**src/rtl/poly_mult_sched_if.sv**
```systemverilog
// rtl/poly_mult_sched_if.sv - requester, multiplier and result-stream signals of the shared multiplier scheduler
interface poly_mult_sched_if #(
  parameter int RAMWIDTH       = 64,
  parameter int ADDR_WIDTH     = 10,
  parameter int LOG_MAX_WEIGHT = 7
);
  logic [1:0]                req;
  logic [LOG_MAX_WEIGHT-1:0] weight_0;
  logic [LOG_MAX_WEIGHT-1:0] weight_1;
  logic [1:0]                grant;
  logic                      sel;
  logic                      mult_start;
  logic [LOG_MAX_WEIGHT-1:0] mult_weight;
  logic                      mult_valid;
  logic                      mult_rd_dout;
  logic [ADDR_WIDTH-1:0]     mult_addr_result;
  logic [RAMWIDTH-1:0]       mult_dout;
  logic [RAMWIDTH-1:0]       out_data;
  logic                      out_valid;
  logic                      out_ready;
  logic                      out_last;
  logic [1:0]                done;
  logic                      timeout_err;

  modport master (
    input  req, weight_0, weight_1, mult_valid, mult_dout, out_ready,
    output grant, sel, mult_start, mult_weight, mult_rd_dout, mult_addr_result,
           out_data, out_valid, out_last, done, timeout_err
  );

  modport slave (
    output req, weight_0, weight_1, mult_valid, mult_dout, out_ready,
    input  grant, sel, mult_start, mult_weight, mult_rd_dout, mult_addr_result,
           out_data, out_valid, out_last, done, timeout_err
  );
endinterface

```
**src/rtl/poly_mult_sched.sv**
```systemverilog
// rtl/poly_mult_sched.sv - round-robin owner of one sparse-dense multiplier with watchdog and result streaming
module poly_mult_sched #(
  parameter int RAMWIDTH       = 64,
  parameter int N              = 17669,
  parameter int RES_WORDS      = (N + RAMWIDTH - 1) / RAMWIDTH,
  parameter int ADDR_WIDTH     = 10,
  parameter int LOG_MAX_WEIGHT = 7,
  parameter int TIMEOUT        = 2**20
) (
  input  logic              clk,
  input  logic              rst,
  poly_mult_sched_if.master bus
);
  localparam int WD_W = $clog2(TIMEOUT + 1);

  typedef enum logic [2:0] {
    S_IDLE, S_START, S_WAIT, S_RADDR, S_RDATA, S_HOLD
  } state_t;

  state_t                    r_state, w_state;
  logic                      r_ptr, w_ptr;
  logic [1:0]                r_grant, w_grant;
  logic                      r_sel, w_sel;
  logic [LOG_MAX_WEIGHT-1:0] r_weight, w_weight;
  logic [WD_W-1:0]           r_wd, w_wd;
  logic [ADDR_WIDTH-1:0]     r_k, w_k;
  logic                      r_rd, w_rd;
  logic [RAMWIDTH-1:0]       r_data, w_data;
  logic                      r_valid, w_valid;
  logic                      r_last, w_last;
  logic [1:0]                r_done, w_done;
  logic                      r_terr, w_terr;
  logic [1:0]                w_pick;

  always_ff @(posedge clk) begin
    if (rst) begin
      r_state  <= S_IDLE;
      r_ptr    <= 1'b0;
      r_grant  <= '0;
      r_sel    <= 1'b0;
      r_weight <= '0;
      r_wd     <= '0;
      r_k      <= '0;
      r_rd     <= 1'b0;
      r_data   <= '0;
      r_valid  <= 1'b0;
      r_last   <= 1'b0;
      r_done   <= '0;
      r_terr   <= 1'b0;
    end else begin
      r_state  <= w_state;
      r_ptr    <= w_ptr;
      r_grant  <= w_grant;
      r_sel    <= w_sel;
      r_weight <= w_weight;
      r_wd     <= w_wd;
      r_k      <= w_k;
      r_rd     <= w_rd;
      r_data   <= w_data;
      r_valid  <= w_valid;
      r_last   <= w_last;
      r_done   <= w_done;
      r_terr   <= w_terr;
    end
  end

  always_comb begin
    w_state  = r_state;
    w_ptr    = r_ptr;
    w_grant  = r_grant;
    w_sel    = r_sel;
    w_weight = r_weight;
    w_wd     = r_wd;
    w_k      = r_k;
    w_rd     = r_rd;
    w_data   = r_data;
    w_valid  = r_valid;
    w_last   = r_last;
    w_done   = 2'b00;
    w_terr   = r_terr;
    w_pick   = bus.req;

    case (r_state)
      S_IDLE: begin
        if (bus.req != 2'b00) begin
          // The pointer moves only when both requesters compete.
          if (bus.req == 2'b11) begin
            w_pick = r_ptr ? 2'b10 : 2'b01;
            w_ptr  = ~r_ptr;
          end
          w_grant  = w_pick;
          w_sel    = w_pick[1];
          w_weight = w_pick[1] ? bus.weight_1 : bus.weight_0;
          w_state  = S_START;
        end
      end
      S_START: begin
        w_wd    = '0;
        w_state = S_WAIT;
      end
      S_WAIT: begin
        w_wd = r_wd + WD_W'(1);
        // r_wd==0 marks the first wait cycle, where valid may still be left over from the last job.
        if ((r_wd != '0) && bus.mult_valid) begin
          w_k     = '0;
          w_rd    = 1'b1;
          w_state = S_RADDR;
        end else if (r_wd == WD_W'(TIMEOUT - 1)) begin
          w_terr  = 1'b1;
          w_done  = r_grant;
          w_grant = 2'b00;
          w_state = S_IDLE;
        end
      end
      S_RADDR: begin
        w_state = S_RDATA;
      end
      S_RDATA: begin
        w_data  = bus.mult_dout;
        w_valid = 1'b1;
        w_last  = (r_k == ADDR_WIDTH'(RES_WORDS - 1));
        w_state = S_HOLD;
      end
      S_HOLD: begin
        if (bus.out_ready) begin
          w_valid = 1'b0;
          w_last  = 1'b0;
          if (r_last) begin
            w_rd    = 1'b0;
            w_done  = r_grant;
            w_grant = 2'b00;
            w_state = S_IDLE;
          end else begin
            w_k     = r_k + ADDR_WIDTH'(1);
            w_state = S_RADDR;
          end
        end
      end
      default: begin
        w_state = S_IDLE;
      end
    endcase
  end

  assign bus.grant            = r_grant;
  assign bus.sel              = r_sel;
  assign bus.mult_start       = (r_state == S_START);
  assign bus.mult_weight      = r_weight;
  assign bus.mult_rd_dout     = r_rd;
  assign bus.mult_addr_result = r_k;
  assign bus.out_data         = r_data;
  assign bus.out_valid        = r_valid;
  assign bus.out_last         = r_last;
  assign bus.done             = r_done;
  assign bus.timeout_err      = r_terr;
endmodule

```
**src/flat_wrapper.sv**
```systemverilog
// flat-port wrapper written by rule: the top's interface ports become plain ports
module poly_mult_sched_flat 
#(
  parameter int RAMWIDTH       = 64,
  parameter int N              = 17669,
  parameter int RES_WORDS      = (N + RAMWIDTH - 1) / RAMWIDTH,
  parameter int ADDR_WIDTH     = 10,
  parameter int LOG_MAX_WEIGHT = 7,
  parameter int TIMEOUT        = 2**20
)
  (clk, rst, bus_req, bus_weight_0, bus_weight_1, bus_mult_valid, bus_mult_dout, bus_out_ready, bus_grant, bus_sel, bus_mult_start, bus_mult_weight, bus_mult_rd_dout, bus_mult_addr_result, bus_out_data, bus_out_valid, bus_out_last, bus_done, bus_timeout_err);
  poly_mult_sched_if #(.RAMWIDTH(RAMWIDTH), .ADDR_WIDTH(ADDR_WIDTH), .LOG_MAX_WEIGHT(LOG_MAX_WEIGHT)) bus_i ();
  input  logic clk;
  input  logic rst;
  input wire logic [$bits(bus_i.req)-1:0] bus_req;
  input wire logic [$bits(bus_i.weight_0)-1:0] bus_weight_0;
  input wire logic [$bits(bus_i.weight_1)-1:0] bus_weight_1;
  input wire logic [$bits(bus_i.mult_valid)-1:0] bus_mult_valid;
  input wire logic [$bits(bus_i.mult_dout)-1:0] bus_mult_dout;
  input wire logic [$bits(bus_i.out_ready)-1:0] bus_out_ready;
  output wire logic [$bits(bus_i.grant)-1:0] bus_grant;
  output wire logic [$bits(bus_i.sel)-1:0] bus_sel;
  output wire logic [$bits(bus_i.mult_start)-1:0] bus_mult_start;
  output wire logic [$bits(bus_i.mult_weight)-1:0] bus_mult_weight;
  output wire logic [$bits(bus_i.mult_rd_dout)-1:0] bus_mult_rd_dout;
  output wire logic [$bits(bus_i.mult_addr_result)-1:0] bus_mult_addr_result;
  output wire logic [$bits(bus_i.out_data)-1:0] bus_out_data;
  output wire logic [$bits(bus_i.out_valid)-1:0] bus_out_valid;
  output wire logic [$bits(bus_i.out_last)-1:0] bus_out_last;
  output wire logic [$bits(bus_i.done)-1:0] bus_done;
  output wire logic [$bits(bus_i.timeout_err)-1:0] bus_timeout_err;
  assign bus_i.req = bus_req;
  assign bus_i.weight_0 = bus_weight_0;
  assign bus_i.weight_1 = bus_weight_1;
  assign bus_i.mult_valid = bus_mult_valid;
  assign bus_i.mult_dout = bus_mult_dout;
  assign bus_i.out_ready = bus_out_ready;
  assign bus_grant = bus_i.grant;
  assign bus_sel = bus_i.sel;
  assign bus_mult_start = bus_i.mult_start;
  assign bus_mult_weight = bus_i.mult_weight;
  assign bus_mult_rd_dout = bus_i.mult_rd_dout;
  assign bus_mult_addr_result = bus_i.mult_addr_result;
  assign bus_out_data = bus_i.out_data;
  assign bus_out_valid = bus_i.out_valid;
  assign bus_out_last = bus_i.out_last;
  assign bus_done = bus_i.done;
  assign bus_timeout_err = bus_i.timeout_err;
  poly_mult_sched #(.RAMWIDTH(RAMWIDTH), .N(N), .RES_WORDS(RES_WORDS), .ADDR_WIDTH(ADDR_WIDTH), .LOG_MAX_WEIGHT(LOG_MAX_WEIGHT), .TIMEOUT(TIMEOUT)) u_core (.clk(clk), .rst(rst), .bus(bus_i));
endmodule
```
**config.mk**
```make
export PLATFORM = sky130hd
export DESIGN_NAME = poly_mult_sched_flat
export DESIGN_NICKNAME = d
export VERILOG_FILES = /design/src/rtl/poly_mult_sched_if.sv /design/src/rtl/poly_mult_sched.sv /design/src/flat_wrapper.sv
export SDC_FILE = /design/constraint.sdc
export NUM_CORES = 1
export LEC_CHECK = 0
export BUFFER_PORTS_ARGS = -buffer_cell sky130_fd_sc_hd__buf_2
export CAP_MARGIN = 25
export CORE_UTILIZATION = 38
export CTS_CLUSTER_DIAMETER = 30
export DETAILED_ROUTE_END_ITERATION = 16
export MAX_ROUTING_LAYER = met4
export PLACE_DENSITY = 0.61
export REMOVE_ABC_BUFFERS = 1
export SYNTH_ARGS = -nofsm -noshare
export SYNTH_HDL_FRONTEND = slang
export SYNTH_SLANG_ARGS = --single-unit
```
**constraint.sdc**
```tcl
create_clock -name clk -period 2 [get_ports clk]
set_input_delay 0.2 -clock clk [delete_from_list [all_inputs] [get_ports clk]]
set_output_delay 0.2 -clock clk [all_outputs]
set_load 0.1 [all_outputs]
```
Word level (Yosys, flattened, before mapping)
Cells that the tools add are included.

storage, ports and cells
  memories = 0
  flip-flop bits (word level) = 115
  input port bits = 84
  memory bits (read-only) = 0
  output and inout bits = 91
  RAM bits = 0
  latch bits = 0
  word-level logic and storage cells = 83

cells by class
  div/mod/pow operators = 0
  multipliers = 0
  eq/ne operators = 16
  magnitude comparators = 0
  mux-type cells = 34
  reductions and logical operators = 16
  add/subtract/negate cells = 2
  shifts and indexed selects = 0
  bitwise operators = 2

operator list
  operator                                                number
  one-hot mux 21 bit (2 select lines)                     1
  2-to-1 mux 10 bit                                       3
  2-to-1 mux 2 bit                                        14
  adder 21 x 1 -> 21 bit (second input constant)          1
  equality test 21 x 20 -> 1 bit (second input constant)  1
  nonzero test 21 bit                                     1
  one-hot mux 10 bit (2 select lines)                     1
  one-hot mux 3 bit (6 select lines)                      1
  2-to-1 mux 3 bit                                        4
  adder 10 x 1 -> 10 bit (second input constant)          1
  equality test 10 x 9 -> 1 bit (second input constant)   1
  AND reduction 3 bit                                     3
  != test 2 x 1 -> 1 bit (second input constant)          4
  AND reduction 4 bit                                     2
  nonzero test 2 bit                                      4
  2-to-1 mux 7 bit                                        1
  equality test 3 x 2 -> 1 bit (second input constant)    2
  equality test 3 bit (second input constant)             2
  != test 2 bit (second input constant)                   3
  one-hot mux 1 bit (2 select lines)                      3
  one-hot mux 2 bit (3 select lines)                      1
  AND reduction 6 bit                                     1
  2-to-1 mux 1 bit                                        4
  one-hot mux 2 bit (2 select lines)                      1
  other kinds (8)                                         10

Logic depth before layout (Yosys ltp)
Gate-level depths: netlist of run 1.

  depth in word-level cells = 6
  depth in mapped cells = 7
  mapped depth without buffers = 6

Least setup slack after synthesis of run 1
No wires, ideal clock.

  path kind = register to register
  start = register u_core.r_k[1], in the netlist u_core.bus.mult_addr_result[1]
  end = register u_core.r_k[8], in the netlist u_core.bus.mult_addr_result[8]
  setup slack = -192 ps
  buffers on the path = 0
  arrival time = 2011 ps
  period minus slack after synthesis = 2192 ps
  required time = 1819 ps
  stages on the path, launching flop included = 6
  setup time = 181 ps
  cell sequence = dfxtp_1 > ha_1 > nand3_1 > or2_2 > o21ai_0 > a311oi_1

on the way
  word-level cells in the longest chain between the ends = 4

ends and longest elaborated chain
  element                              RTL line                text
  from (decl)                          poly_mult_sched.sv:26   logic [ADDR_WIDTH-1:0] r_k, w_k;
  from (signal assigned)               poly_mult_sched.sv:57   r_k <= w_k;
  adder 10 x 1 -> 10 bit               poly_mult_sched.sv:134  w_k = r_k + ADDR_WIDTH'(1);
  2-to-1 mux 10 bit                    poly_mult_sched.sv:128  if (r_last) begin
  2-to-1 mux 10 bit                    poly_mult_sched.sv:125  if (bus.out_ready) begin
  one-hot mux 10 bit (2 select lines)  poly_mult_sched.sv:83   case (r_state)

Every way passes these cells. The select of a mux whose other input is x is not followed.
A chain may end at the register's enable or synchronous reset.

Worst setup path in the final report of run 1
  start = register u_core.r_state[1]
  end = register u_core.r_wd[13]

on the way
  word-level cells in the longest chain between the ends = 2
  elaborated cells on any way between the ends = 4
  those cells by class = 2 x eq/ne; 1 x mux; 1 x reduce/logical

ends and longest elaborated chain
  element                                                                       RTL line               text
  from (decl)                                                                   poly_mult_sched.sv:20  state_t r_state, w_state;
  from (signal assigned)                                                        poly_mult_sched.sv:51  r_state <= w_state;
  equality test 3 x 2 -> 1 bit or equality test 3 x 1 -> 1 bit (tied branches)  poly_mult_sched.sv:83
  one-hot mux 21 bit (2 select lines) or nonzero test 2 bit (tied branches)     -
  to (signal assigned)                                                          poly_mult_sched.sv:56  r_wd <= w_wd;
  to (decl)                                                                     poly_mult_sched.sv:25  logic [WD_W-1:0] r_wd, w_wd;

Several ways; a longest one is shown, not always the timed one.

==> parameters.txt, run 1 <==
Parameter                              Value

Placement
  Pre-CTS setup slack    0.0494 ns
  Number of placed instances with taps included    945
  Placed wire-length estimate    9590 µm
  Port Buffer Count    174
  Routability-driven placement congestion ratio    0.843

Setup path
  Highest net fanout along the worst path    8
  Worst setup path class    flop to flop
  Worst Path Required    2.33 ns
  Critical Path AT    2.21 ns
  Startpoint type of the worst setup path    flop
  Worst setup EP type    flop

Final layout
  Share of post-route cells with drive strength above 1    30.2%
  Number of antenna cells inserted    0
  Layout Area Growth over Synthesis    36.2%
  Leading cell type in the layout, fill and taps excluded    buf_2
  Commonest cells after routing, fill and taps aside    buf_2, nand2_1, dfxtp_1
  Layout Cells excl Fill    974
  Net total in the final layout    881
  Finished Core Util    53.0%

Die
  Number of top-level design ports    175
  Core Footprint    12600 µm²
  Die Area    13300 µm²
  Height of the die    115 µm
  Die X    115 µm
  Starting utilization of the core area    38.9%
  Number of placement rows    41

Synthesis
  Top cells by area in the synthesized netlist    dfxtp_1, nand2_1, a21oi_1
  Synth Cell Area    4890 µm²
  Share of synthesized area occupied by flip-flops and latches    47.0%
  Most used DFF post-synth    dfxtp_1
  Register bit total from synthesis    115
  Number of flops mapped to enable cells by yosys    0
  Share of the synthesized area in the top cell type    47.0%
  Mean Syn Cell Area    8.02 µm²
  Synth Instances    610
  Synthesis warning total    0
  Cell taking the most area after synthesis    dfxtp_1
  Post-synthesis async set-or-reset flop share    0%
  Count of distinct cell types in the synthesized netlist    55

Drt
  Final wirelength    13100 µm
  DRC    0
  Total via count after detailed routing    4952
  Number of vias per cell after detailed routing    5.08
  Detailed-routing iteration count for the pre-antenna-repair pass    5
  Number of antenna-violating nets in the routed design    0
  Routed len/inst    13.5 µm
  1st-iter DRT viols    450

STA
  RSZ-0062 raised after global routing    false
  Worst hold margin    0.0333 ns
  Skew final    0.00724 ns
  Slew at the pin with the worst max-slew slack    0.706 ns
  Part of the cycle the worst path needs    93.7%
  Sum of negative setup slack    0 ns
  Max-slew violations    0
  Final setup violating endpoints    0
  Worst-case setup margin in the final layout    0.125 ns
  Achievable clock frequency    533 MHz
  Final min period    1.87 ns
  Count of final hold-check violations    0
  Worst max-slew margin expressed relative to the limit    52.5%

Global route
  Number of global-route vias before repair    4310
  First-pass GRT wire length    20700 µm
  Total track usage    20.3%
  Largest net degree at the start of global routing    66
  Total grt overflow    0
  Initial antenna violation count    0

Clock tree
  Number of sinks on the clock net    115
  TritonCTS clock tree    built
  Number of buffers inserted during clock tree synthesis    17
  Maximum root-to-sink buffer count    2
  Clock Pin Slew Worst Setup and Hold Paths    0.05 ns
  Library cell used as clock root buffer    clkbuf_16
  Clock H-tree levels    4
  Count of hold buffers inserted by post-cts repair    0
  Clk Latency, worst-skew pair    0.40 ns

Pwr
  P_leak    2.81 nW
  Net switching share of the total power    35.1%
  P per Cell Area    1150 nW/µm²
  Sequential Power Share    33.3%
  Clk pwr share    38.7%
  Net switching power of the design    2.69 mW
  Worst-case vdd ir drop    877 µV
  Combinational share of power    28.0%
  Cell internal pwr    4.96 mW

Run
  Max-capacitance violation count    0

Status
  Result of the run    complete, no violations

Min path
  Class of the most critical hold timing path    primary input to flop
[power groups by stage]
stage | sequential (mW) | clock, mW | combinational [mW]
floorplan | 3.52 | 0 | 0.632
global placement | 2.59 | 0 | 2.12
detailed placement | 2.59 | 0 | 2.14
CTS | 2.55 | 3.04 | 2.15
global route | 2.57 | 3.14 | 2.28
finish | 2.55 | 2.96 | 2.14
[cell usage after synthesis, drive strengths merged (2+ instances only)]
| cell | count |
|---|---|
| nand2 | 161 |
| dfxtp | 115 |
| a21oi | 91 |
| nor2 | 43 |
| clkbuf | 21 |
| nand3 | 20 |
| buf | 14 |
| nand4 | 12 |
| a211oi | 10 |
| a311oi | 10 |
| inv | 9 |
| nor4 | 9 |
| o21ai | 9 |
| mux2i | 8 |
| mux2 | 6 |
| and3 | 5 |
| nand2b | 5 |
| nand3b | 5 |
| nor3 | 5 |
| or4 | 5 |
| and2 | 4 |
| ha | 4 |
| nor2b | 4 |
| o21a | 4 |
| a31oi | 3 |
| nor3b | 3 |
| a21o | 2 |
| o311ai | 2 |
| o32ai | 2 |
[path summary, 6_finish.rpt]
check | start | to | slack (ns) | depth (start not counted)
min reg2reg | u_core.bus.out_data[3]$_SDFFE_PP0P_ | u_core.bus.out_data[3]$_SDFFE_PP0P_ | 0.45 | 2
max | u_core.r_state[1]$_SDFFE_PP0P_ | u_core.r_wd[13]$_SDFFE_PP0P_ | 0.13 | 6
max reg2reg | u_core.r_state[1]$_SDFFE_PP0P_ | u_core.r_wd[13]$_SDFFE_PP0P_ | 0.13 | 6
min | bus_mult_dout[41] | u_core.bus.out_data[41]$_SDFFE_PP0P_ | 0.03 | 3
[repair_timing]
action	CTS	global route
setup endpoints to repair	0	8
resized for setup	0	3
setup buffers	0	1
[metrics by stage]
step / area (µm²) / total power, mW
6_report: 6660 / 7.65
5_1_grt: 6660 / 7.99
4_1_cts: 6650 / 7.74
3_5_place_dp: 6070 / 4.74
3_3_place_gp: 6070 / 4.70
2_1_floorplan: 4750 / 4.16
[cells by family after synthesis]
kind of cell	after synthesis	share of synthesized area, %
multiplexers	14	3.02
flip-flops	115	47.0
adder cells (fa/ha/maj)	4	1.02
AND/OR/NAND/NOR	290	27.9
buffers and inverters	44	3.55
AO/OA/AOI/OAI	142	17.3
XOR/XNOR	1	0.179
[routing by layer]
layer / part of all wire, % / global-route usage [%]
met2: 45 / 30.3
met1: 45 / 26.0
met5: 0 / -
met4: 1.2 / 7.71
met3: 8.4 / 5.60
[critical path, stage by stage, from the launching register on]
cell	delay (ns)
dfxtp_2	0.39
or3b_4	0.44
nor4_4	0.30
buf_4	0.17
nand4_1	0.10
mux2_1	0.33
nor2_1	0.09
[final cells by class]
| cell class | count | area, µm² |
|---|---|---|
| repair buffers | 199 | 1100 |
| flip-flops and latches | 115 | 2300 |
| clock buffers | 24 | 512 |
| fillers | 1183 | 5900 |
| clock inverters | 4 | 72.6 |
| multi-input cells | 451 | 2430 |
| well taps | 172 | 215 |
| inverters | 9 | 33.8 |
[sequential cells by signal, indices dropped and copies added (netlist names)]
register,flops
u_core.bus.done,2
u_core.bus.grant,2
u_core.bus.mult_addr_result,10
u_core.bus.mult_rd_dout,1
u_core.bus.mult_weight,7
u_core.bus.out_data,64
u_core.bus.out_last,1
u_core.bus.out_valid,1
u_core.bus.sel,1
u_core.bus.timeout_err,1
u_core.r_ptr,1
u_core.r_state,3
u_core.r_wd,21
Power figures use the tool's default switching activity.
==> run 2, diff against run 1 <==
- CORE_UTILIZATION: 38 -> 50
- PLACE_DENSITY: 0.61 -> 0.77
- SKIP_LAST_GASP: unset -> 1
==> run 2 against run 1 <==
Net effect: die area is 24% lower; sequential power hardly changed; clock skew is 0.0038 ns higher; worst hold slack worse by 0.0065 ns; global-route usage is 14 points higher; critical path depth is 1 lower; register-to-register slack worse by 0.05 ns; cell count is 2.2% higher.
==> parameters.txt, run 2 (synthesis gave the netlist of run 1 again) <==
Parameter                              Value

Status
  Result of the run    complete, no violations

Drt
  Detailed-routing iteration count for the pre-antenna-repair pass    5
  Number of vias per cell after detailed routing    5.70
  Number of antenna-violating nets in the routed design    0
  Total via count after detailed routing    5671
  1st-iter DRT viols    328
  Routed len/inst    17.2 µm
  Final wirelength    17100 µm
  DRC    0

Setup path
  Highest net fanout along the worst path    6
  Startpoint type of the worst setup path    flop
  Critical Path AT    2.32 ns
  Worst setup path class    flop to flop
  Worst setup EP type    flop
  Worst Path Required    2.40 ns

Pwr
  P_leak    3.03 nW
  P per Cell Area    1070 nW/µm²
  Post-layout total power    7.73 mW
  Clk pwr share    37.7%
  Sequential Power Share    32.8%
  Net switching power of the design    2.92 mW
  Net switching share of the total power    37.7%
  Cell internal pwr    4.81 mW
  Worst-case vdd ir drop    860 µV
  Combinational share of power    29.5%

Clock tree
  Library cell used as clock root buffer    clkbuf_8
  Maximum root-to-sink buffer count    2
  Clock Pin Slew Worst Setup and Hold Paths    0.06 ns
  Clk Latency, worst-skew pair    0.51 ns
  Number of sinks on the clock net    115
  Number of buffers inserted during clock tree synthesis    17
  TritonCTS clock tree    built
  Clock H-tree levels    4

STA
  Skew final    0.0110 ns
  RSZ-0062 raised after global routing    true
  Max-slew violations    0
  Final min period    1.92 ns
  Achievable clock frequency    520 MHz
  Worst max-slew margin expressed relative to the limit    55.5%
  Slew at the pin with the worst max-slew slack    0.667 ns
  Final setup violating endpoints    0
  Part of the cycle the worst path needs    96.2%
  Count of final hold-check violations    0

Global route
  Number of global-route vias before repair    5237
  GRT met1 Usage    37.6%
  Met3 global-route usage    9.85%
  Initial antenna violation count    0
  Total grt overflow    0
  Routing usage on met2    54.4%
  Largest net degree at the start of global routing    66
  First-pass GRT wire length    26100 µm
  Total track usage    33.9%
  Busiest layer in global routing    met2

Placement
  Placed wire-length estimate    9330 µm
  Instance area at placement    5950 µm²
  Routability-driven placement congestion ratio    0.945
  Port Buffer Count    174

Final layout
  Finished Core Util    77.1%
  Layout Area Growth over Synthesis    47.6%
  Net total in the final layout    941
  Leading cell type in the layout, fill and taps excluded    buf_2
  Share of post-route cells with drive strength above 1    28.3%
  Max reg flops    64
  Final non-filler cell area    7220 µm²
  Commonest cells after routing, fill and taps aside    buf_2, nand2_1, dfxtp_1
  Number of antenna cells inserted    0

Die
  Number of top-level design ports    175
  Height of the die    101 µm
  Starting utilization of the core area    52.2%
  Die Area    10200 µm²
  Core Footprint    9370 µm²
  Number of placement rows    35
  Die X    101 µm

Min path
  Class of the most critical hold timing path    primary input to flop

Run
  Max-capacitance violation count    0
==> run 2: changes by cell type in the layout (fill, tap and decap cells not counted), sizes merged <==
| cell | before | now |
|---|---|---|
| clkinv | 1 | 5 |
| clkbuf | 24 | 18 |
| dlygate4sd3 | 0 | 65 |
| inv | 9 | 12 |
| buf | 199 | 194 |
| clkinvlp | 1 | 4 |
==> run 2: path summary, 6_finish.rpt <==
check | slack [ns] | to | start | depth (start not counted)
worst max register to register | 0.08 | u_core.bus.grant[0]$_SDFFE_PP0P_ | u_core.r_wd[13]$_SDFFE_PP0P_ | 5
worst min register to register | 0.46 | u_core.bus.out_data[19]$_SDFFE_PP0P_ | u_core.bus.out_data[19]$_SDFFE_PP0P_ | 2
worst min-delay path | 0.03 | u_core.bus.mult_weight[3]$_SDFFE_PP0P_ | bus_weight_1[3] | 3
worst max-delay path | 0.08 | u_core.bus.grant[0]$_SDFFE_PP0P_ | u_core.r_wd[13]$_SDFFE_PP0P_ | 5
==> run 2: worst max-delay path, stage by stage (launching register included) <==
cell and delay [ns]:
dfxtp_1 0.37, nor4_2 0.42, and4b_1 0.29, a21o_1 0.22
nand3_1 0.17, mux2_1 0.35
==> run 2: area by class of cell <==
| type | count | area [µm²] |
|---|---|---|
| inverter | 9 | 33.8 |
| fill | 589 | 2150 |
| tap | 129 | 161 |
| sequential | 115 | 2300 |
| multi-input combinational | 451 | 2450 |
| timing repair buffer | 259 | 1700 |
| clock buffer | 18 | 418 |
| clock inverter | 14 | 155 |
==> run 2: stage by stage <==
step | hold slack (ns) | instances | setup WS (ns) | setup TNS (ns)
after floorplan | 0.269 | 575 | -0.320 | -2.10
after global placement | 0.439 | 896 | 0.143 | 0
after detailed placement | 0.443 | 896 | 0.0780 | 0
after CTS | 0.00665 | 993 | 0.0549 | 0
after global routing | 0.0332 | 995 | -0.0460 | -0.0706
final | 0.0268 | 995 | 0.0764 | 0
==> run 2: layer usage <==
metal | vias up | wire [µm]
li1 | 2620 | -
met1 | 2627 | 6860
met2 | 348 | 8100
met3 | 76 | 1410
met4 | 0 | 743
met5 | - | 0
==> run 2: what timing repair did <==
item                                    CTS  global route
pin swaps                                 0             3
endpoints found under the setup margin    1            13
setup buffers                             0             2
endpoints found under the hold margin    65             0
gates resized for setup                   1             7
hold buffers                             65             0
==> run 2: power groups by stage <==
| stage | registers, mW | clock network (mW) | logic (mW) |
|---|---|---|---|
| floorplan | 3.52 | 0 | 0.632 |
| global placement | 2.57 | 0 | 2.09 |
| finish | 2.54 | 2.91 | 2.28 |
| CTS | 2.53 | 2.94 | 2.23 |
| detailed placement | 2.57 | 0 | 2.12 |
| global route | 2.55 | 3.05 | 2.40 |
==> run 3, diff against run 2 <==
- CELL_PAD_IN_SITES_DETAIL_PLACEMENT: unset -> 0
- CELL_PAD_IN_SITES_GLOBAL_PLACEMENT: unset -> 1
- CORE_UTILIZATION: 50 -> 35
- PLACE_DENSITY: 0.77 -> 0.76
==> run 3 against run 2 <==
Net effect: routed wire length fell by 18%; via count fell by 12%; clock skew fell by 0.0017 ns; highest routed layer unchanged; largest power group unchanged; clock power fell by 3%; critical path depth rose by 2; worst setup slack improved by 0.016 ns; utilization fell by 27 points; maximum frequency rose by 0.86%; die area rose by 42%; cell count fell by 1.2%; worst hold slack got worse by 0.0072 ns.
==> parameters.txt, run 3 (synthesis gave the netlist of run 1 again) <==
Parameter                              Value

Die
  Number of top-level design ports    175
  Number of placement rows    42
  Height of the die    120 µm
  Die Area    14500 µm²
  Starting utilization of the core area    36.4%
  Die X    120 µm
  Core Footprint    13500 µm²

Global route
  Busiest layer in global routing    met2
  Largest net degree at the start of global routing    66
  Met3 global-route usage    5.00%
  First-pass GRT wire length    22500 µm
  Total track usage    20.1%
  Number of global-route vias before repair    4578
  Initial antenna violation count    0
  Total grt overflow    0
  Routing usage on met2    30.3%
  GRT met1 Usage    26.1%

Setup path
  Worst setup path class    flop to flop
  Chain of cells forming the critical path    ha_2, nand3_1, buf_4, nor4_4, nand3_1, mux2_1, nor2_1
  Startpoint type of the worst setup path    flop
  Crit path top cell by count    nand3_1
  Worst Path Required    2.36 ns
  Largest incremental delay on the critical path    0.41 ns
  Worst setup EP type    flop
  Critical Path AT    2.27 ns
  Highest net fanout along the worst path    6
  Cell with the largest stage delay on the worst path    dfxtp_1

Drt
  Routed len/inst    14.3 µm
  Final wirelength    14100 µm
  Number of vias per cell after detailed routing    5.08
  Number of antenna-violating nets in the routed design    0
  DRC    0
  1st-iter DRT viols    350
  Detailed-routing iteration count for the pre-antenna-repair pass    4
  Total via count after detailed routing    4992

Placement
  Placed wire-length estimate    9810 µm
  Pre-CTS setup slack    0.0786 ns
  Port Buffer Count    174
  Number of placed instances with taps included    948
  Instance area at placement    6060 µm²
  Routability-driven placement congestion ratio    0.870

Final layout
  Leading cell type in the layout, fill and taps excluded    buf_2
  Count of filler cells inserted in the layout    1359
  Max reg flops    64
  Share of post-route cells with drive strength above 1    30.9%
  Commonest cells after routing, fill and taps aside    buf_2, nand2_1, dfxtp_1
  Number of antenna cells inserted    0
  Net total in the final layout    883
  Layout Area Growth over Synthesis    36.3%
  Layout Cells excl Fill    983
  Final non-filler cell area    6670 µm²

Pwr
  Combinational share of power    28.7%
  Worst-case vdd ir drop    900 µV
  P_leak    2.80 nW
  Clk pwr share    37.5%
  Sequential Power Share    33.8%
  Cell internal pwr    4.71 mW
  Net switching share of the total power    37.3%
  P per Cell Area    1130 nW/µm²
  Net switching power of the design    2.80 mW

STA
  Count of final hold-check violations    0
  Max-slew violations    0
  Final min period    1.91 ns
  Final setup violating endpoints    0
  Slew at the pin with the worst max-slew slack    0.510 ns
  Achievable clock frequency    524 MHz
  Skew final    0.00932 ns
  Part of the cycle the worst path needs    95.4%
  Worst-case setup margin in the final layout    0.0929 ns
  RSZ-0062 raised after global routing    true
  Worst max-slew margin expressed relative to the limit    66.2%
  Worst hold margin    0.0196 ns

Run
  Max-capacitance violation count    0

Clock tree
  Maximum root-to-sink buffer count    2
  Library cell used as clock root buffer    clkbuf_16
  Clk Latency, worst-skew pair    0.42 ns
  Count of hold buffers inserted by post-cts repair    0
  Clock Pin Slew Worst Setup and Hold Paths    0.06 ns
  Number of buffers inserted during clock tree synthesis    17
  TritonCTS clock tree    built
  Clock H-tree levels    4
  Number of sinks on the clock net    115

Status
  Result of the run    complete, no violations

Min path
  Class of the most critical hold timing path    primary input to flop
run 3: area by class of cell:
type,instances,area (µm²),share of cell area (%)
clock buffers,22,464,6.96
inverters,9,33.8,0.506
clock inverters,9,82.6,1.24
repair buffers,201,1120,16.7
multi-input cells,451,2450,36.7
flip-flops and latches,115,2300,34.5
well taps,176,220,3.30
run 3: power groups by stage:
stage / Combinational (mW) / Clock (mW) / Sequential (mW)
finish: 2.16 / 2.82 / 2.54
global route: 2.29 / 2.98 / 2.57
CTS: 2.14 / 2.85 / 2.54
detailed placement: 2.14 / 0 / 2.58
global placement: 2.12 / 0 / 2.58
floorplan: 0.632 / 0 / 3.52
run 3: through the flow:
step	TNS, ns	power (mW)	util (%)
CTS	0	7.54	49.1
global route	-0.103	7.83	49.6
global placement	0	4.70	45.1
finish	0	7.52	49.6
detailed placement	0	4.72	45.1
floorplan	-2.10	4.16	-
run 3: metal layers:
layer / share of wire [%] / up-vias
met4: 1.7 / 0
met2: 43 / 176
li1: - / 2499
met3: 6.3 / 19
met1: 48 / 2298
met5: 0 / -
run 3: worst paths after layout:
path,from,endpoint,slack [ns],depth (start not counted)
max,u_core.r_wd[1]$_SDFFE_PP0P_,u_core.r_wd[18]$_SDFFE_PP0P_,0.09,7
min,bus_mult_dout[58],u_core.bus.out_data[58]$_SDFFE_PP0P_,0.02,3
max reg2reg,u_core.r_wd[1]$_SDFFE_PP0P_,u_core.r_wd[18]$_SDFFE_PP0P_,0.09,7
min reg2reg,u_core.bus.out_data[7]$_SDFFE_PP0P_,u_core.bus.out_data[7]$_SDFFE_PP0P_,0.45,2
run 3: what timing repair did:
item / CTS / global route
endpoints found under the setup margin: 0 / 12
resized for setup: 0 / 8
setup buffers: 0 / 4
hold endpoints to repair: 0 / 0
run 3: critical path, delay by kind of cell, from the launching register on:
| family | cells | cell delay, ns |
|---|---|---|
| mux | 1 | 0.33 |
| simple gates | 4 | 0.70 |
| flops | 1 | 0.41 |
| buf+inv | 1 | 0.17 |
| fa+ha+maj | 1 | 0.25 |
